File: src/rtl/core_seq_ctrl.sv
// core_seq_ctrl: multi-cycle sequencer for the RV64 core datapath.
// Steps fetch/decode/execute/memory/writeback, owns the fetch and LSU
// handshakes, stops on ebreak, wait timeouts or illegal instructions, and
// keeps the cycle/instret counters.
//
// state   | meaning
// IDLE    | waiting for start
// FETCH   | ifu_req high, waiting for ifu_rvalid (bounded by TIMEOUT)
// DECODE  | classify the held IR: error, halt or execute
// EXEC    | single execute cycle, choose MEM or WB
// MEM     | lsu_req high, waiting for lsu_done (bounded by TIMEOUT)
// WB      | register-file / PC update, instruction retires
// HALT    | stopped by ebreak until reset
// ERROR   | stopped by timeout or illegal instruction until reset
module core_seq_ctrl #(
   parameter int unsigned TIMEOUT = 255,
   parameter int unsigned CNT_W   = 64
) (
   input  logic             clk,
   input  logic             rst,
   input  logic             start,
   output logic             ifu_req,
   input  logic             ifu_rvalid,
   output logic             ir_we,
   input  logic             dec_load,
   input  logic             dec_store,
   input  logic             dec_wb,
   input  logic             dec_ebreak,
   input  logic             dec_illegal,
   output logic             lsu_req,
   output logic             lsu_wen,
   input  logic             lsu_done,
   output logic             rf_we,
   output logic             pc_we,
   output logic             halt,
   output logic             err,
   output logic [2:0]       state,
   output logic [CNT_W-1:0] cycle_cnt,
   output logic [CNT_W-1:0] instret_cnt
);

   localparam logic [2:0] S_IDLE   = 3'd0;
   localparam logic [2:0] S_FETCH  = 3'd1;
   localparam logic [2:0] S_DECODE = 3'd2;
   localparam logic [2:0] S_EXEC   = 3'd3;
   localparam logic [2:0] S_MEM    = 3'd4;
   localparam logic [2:0] S_WB     = 3'd5;
   localparam logic [2:0] S_HALT   = 3'd6;
   localparam logic [2:0] S_ERROR  = 3'd7;

   localparam logic [15:0]      WAIT_LIMIT = 16'(TIMEOUT);
   localparam logic [CNT_W-1:0] CNT_ONE    = CNT_W'(1);

   logic [2:0]  state_q;
   logic [2:0]  state_d;
   logic [15:0] wait_cnt;
   logic        wait_expired;
   logic        is_active;
   logic        retire;
   logic        enter_wait;

   assign wait_expired = (wait_cnt == WAIT_LIMIT);
   assign is_active    = (state_q >= S_FETCH) && (state_q <= S_WB);
   // ebreak retires in DECODE; everything else retires in WB
   assign retire       = (state_q == S_WB) ||
                         ((state_q == S_DECODE) && (state_d == S_HALT));
   assign enter_wait   = (state_d != state_q) &&
                         ((state_d == S_FETCH) || (state_d == S_MEM));

   // Next-state selection; a handshake on the timeout cycle beats the timeout
   always_comb begin
      state_d = state_q;
      case (state_q)
         S_IDLE:   if (start) state_d = S_FETCH;
         S_FETCH: begin
            if (ifu_rvalid)        state_d = S_DECODE;
            else if (wait_expired) state_d = S_ERROR;
         end
         S_DECODE: begin
            if (dec_illegal || (dec_load && dec_store)) state_d = S_ERROR;
            else if (dec_ebreak)                        state_d = S_HALT;
            else                                        state_d = S_EXEC;
         end
         S_EXEC:   state_d = (dec_load || dec_store) ? S_MEM : S_WB;
         S_MEM: begin
            if (lsu_done)          state_d = S_WB;
            else if (wait_expired) state_d = S_ERROR;
         end
         S_WB:     state_d = S_FETCH;
         default:  state_d = state_q;
      endcase
   end

   // State register
   always_ff @(posedge clk or posedge rst) begin
      if (rst) state_q <= S_IDLE;
      else     state_q <= state_d;
   end

   // Wait counter for FETCH/MEM, restarted on each entry to a wait state
   always_ff @(posedge clk or posedge rst) begin
      if (rst)                                            wait_cnt <= '0;
      else if (enter_wait)                                wait_cnt <= '0;
      else if ((state_q == S_FETCH) || (state_q == S_MEM)) wait_cnt <= wait_cnt + 16'd1;
   end

   // Performance counters, wrapping silently
   always_ff @(posedge clk or posedge rst) begin
      if (rst) begin
         cycle_cnt   <= '0;
         instret_cnt <= '0;
      end else begin
         if (is_active) cycle_cnt   <= cycle_cnt + CNT_ONE;
         if (retire)    instret_cnt <= instret_cnt + CNT_ONE;
      end
   end

   assign state   = state_q;
   assign ifu_req = (state_q == S_FETCH);
   assign ir_we   = (state_q == S_FETCH) && ifu_rvalid;
   assign lsu_req = (state_q == S_MEM);
   assign lsu_wen = (state_q == S_MEM) && dec_store;
   assign rf_we   = (state_q == S_WB) && dec_wb && !dec_store;
   assign pc_we   = (state_q == S_WB);
   assign halt    = (state_q == S_HALT);
   assign err     = (state_q == S_ERROR);

endmodule

File: config.mk
export PLATFORM = sky130hd
export DESIGN_NAME = core_seq_ctrl
export DESIGN_NICKNAME = d
export VERILOG_FILES = /design/src/rtl/core_seq_ctrl.sv
export SDC_FILE = /design/constraint.sdc
export NUM_CORES = 1
export LEC_CHECK = 0
export CAP_MARGIN = 25
export CORE_AREA = 2 2 156 158
export DETAILED_ROUTE_END_ITERATION = 12
export DIE_AREA = 0 0 158 160
export DONT_BUFFER_PORTS = 1
export HOLD_SLACK_MARGIN = 0.05
export PLACE_DENSITY = 0.42
export SETUP_SLACK_MARGIN = 0.15
export SYNTH_ARGS = -nofsm -noshare
export SYNTH_HDL_FRONTEND = slang
export SYNTH_SLANG_ARGS = --single-unit
File: constraint.sdc
create_clock -name clk -period 6.4 [get_ports clk]
set_clock_uncertainty 0.15 [all_clocks]
set_input_delay 1.28 -clock clk [delete_from_list [all_inputs] [get_ports clk]]
set_output_delay 1.28 -clock clk [all_outputs]
set_load 0.05 [all_outputs]
==> flow_summary.toml <==
[outcome]
status = "completed"

[yosys]
synth.avg_cell_area_um2 = 10.9
synth_edf_count = 0
synthesis.nets = 655
synthArstFlopShare_pct = 100
synthesis.instances = 642
yosysSeqAreaShare_pct = 52.5
synth_area_leaders = "dfrtp_1 53%, xnor2_1 12%, xor2_1 5.6%"
yosysTopAreaCell = "dfrtp_1"
synth.distinct_cells = 53
synth_most_common_cell = "dfrtp_1"
synth-main-ff-cell = "dfrtp_1"
synth_common_cells = "147 x dfrtp_1, 95 x xnor2_1, 59 x nand2_1"
syn-cell-area_um2 = 7000
yosysWarnings = 0
synth_seq_cells = 147
synth_top_area_share_pct = 52.5

[cells_and_area]
nFillCells = 2466
antenna_cells = 0
fin_area_um2 = 7990
seqCellArea_um2 = 3680
final_util_pct = 33.5
num-nets-final = 667
area_growth_pct = 14.1
drive_above_1_share_pct = 8.10
fin_cells = 991
multi_input_area_um2 = 3240

[cts]
clk_latency_ps = 420
htree_levels = 4
cts_hold_buf = 0
post-cts-setup-buffer-count = 0
clock_sinks = 147
cts-resized-gates = 0
clk_pin_slew_ps = 70
clockRootBuffer = "clkbuf_16"
cts_tree = "built"
clock_path_buffers = 2
cts_made_buffers = 17

[floorplan]
rows = 57
ios = 149
core_um2 = 23800
die-area_um2 = 25300
die_y_um = 160
die_w_um = 158
start_util_pct = 29.4

[place]
portBuffers = 0
postPlaceCellArea_um2 = 7380
dpl.hpwl_um = 11700
dpl.cell_count = 959
place_congestion = 0.759

[worst_hold_path]
hold_class = "register to register"

[power_and_ir_drop]
power.leakage_nw = 3.46
peakVddDrop_mv = 0.129
powerDensity_nw_per_um2 = 248

[detailed_routing]
routed_via_density = 4.83
firstDrtPassIters = 4
wl_um = 16500
highest_layer = "met4"
postRouteAntennaNets = 0
first_iter_violations = 201
vias = 4783
dr_wl_met3_um = 1160
route.met2.wl_um = 7660
drc = 0
wl_met1_um = 7530
wl_per_cell_um = 16.6

[timing]
finalSetupViolCount = 0
worst_hold_slack_ps = 411
finalSetupTns_ps = 0
period_needed_ps = 4400
tightest_slew_ps = 991
relSlewSlack_pct = 33.7
fin_crit_sh_pct = 68.8
maxSlewViolCount = 0
rsz0062_at_grt = "no"
hold_viol = 0
fmax_mhz = 227

[global_routing]
grt-ovfl-total = 0
grt_pass1_wl_um = 26900
track_usage_pct = 13.4
grt_pass1_vias = 4815
grt_max_degree = 85
antenna_found_initial = 0

[critical_path]
end_kind = "primary output"
start_kind = "register"
crit_required_ps = 4970
worst-setup-path-type = "register to primary output"
crit_fanout = 17
crit_arrival_ps = 2970

[job]
cap_violations = 0
## path summary, 6_finish.rpt
check,slack [ps],end,cells after the start,startpoint
setup / recovery,2000,ir_we,3,state[0]$_DFF_PP0_
hold / removal,410,wait_cnt[15]$_DFFE_PP0P_,2,wait_cnt[15]$_DFFE_PP0P_
setup reg to reg,2800,instret_cnt[43]$_DFFE_PP0P_,6,state[0]$_DFF_PP0_
hold reg to reg,410,wait_cnt[15]$_DFFE_PP0P_,2,wait_cnt[15]$_DFFE_PP0P_
max in group asynchronous,4070,instret_cnt[37]$_DFFE_PP0P_,2,rst
min in group asynchronous,700,state[0]$_DFF_PP0_,1,rst
## metal layers
metal  GRT usage [%]  vias up
met4            3.81        0
met2            20.7      120
met1            18.0     2368
met3            4.56       13
met5               0        -
li1                -     2282
## per-stage QoR
| stage | setup WS (ps) | power [mW] |
|---|---|---|
| finish | 2000 | 1.98 |
| global route | 1840 | 2.06 |
| CTS | 1990 | 2.02 |
| detailed placement | 2440 | 0.968 |
| global placement | 2470 | 0.968 |
| floorplan | 1020 | 0.961 |
## flip-flops by register name (all words and copies together), names as in the netlist
register	flops
cycle_cnt	64
instret_cnt	64
wait_cnt	16
state	3
## cell type report
cell class                      instances  share of cell area, %
Clock inverter                         14                   2.08
Timing Repair Buffer                    2                  0.188
Clock buffer                           18                   5.50
Inverter                               10                  0.532
Multi-Input combinational cell        476                   40.6
Sequential cell                       147                   46.0
Tap cell                              324                   5.07
## report_power, final
group	internal, mW	switching, mW	total, mW	leakage (nW)
clock	0.598	0.432	1.03	0.288
combinational	0.00139	0.0184	0.0198	1.22
sequential	0.929	0	0.929	1.95
total	1.53	0.450	1.98	3.46
## kinds of logic (layout without fill, tap and decap cells)
family	count (synthesis)	count (layout)	share of synthesized area, %
AND/OR/NAND/NOR	308	308	24.7
flip-flops	147	147	52.5
XOR/XNOR	141	141	17.7
AO/OA/AOI/OAI	22	22	3.02
buffers and inverters	19	44	1.20
adder cells (fa/ha/maj)	3	3	0.536
multiplexers	2	2	0.304
## critical path, cell delays in order, from the launching register on
cell	delay, ps
dfrtp_1	940
nand2b_1	240
nor2_1	810
and2_1	550
## cells in the final DEF, fill, tap and decap left out, types with 4 or more instances in the layout
| cell type | synthesis | final |
|---|---|---|
| inv_1 | 10 | 9 |
| clkbuf_16 | 0 | 17 |
| xor2_1 | 45 | 45 |
| inv_6 | 0 | 6 |
| dfrtp_1 | 147 | 147 |
| and3_1 | 29 | 29 |
| nor2_1 | 50 | 50 |
| nand4_1 | 37 | 37 |
| nor3_1 | 15 | 15 |
| nand3_1 | 55 | 55 |
| xnor2_1 | 95 | 95 |
| nand2_1 | 59 | 59 |
| o21ai_0 | 4 | 4 |
| and2_1 | 17 | 17 |
| and4_1 | 18 | 18 |
| nor4_1 | 6 | 6 |
Power figures use the tool's default switching activity.
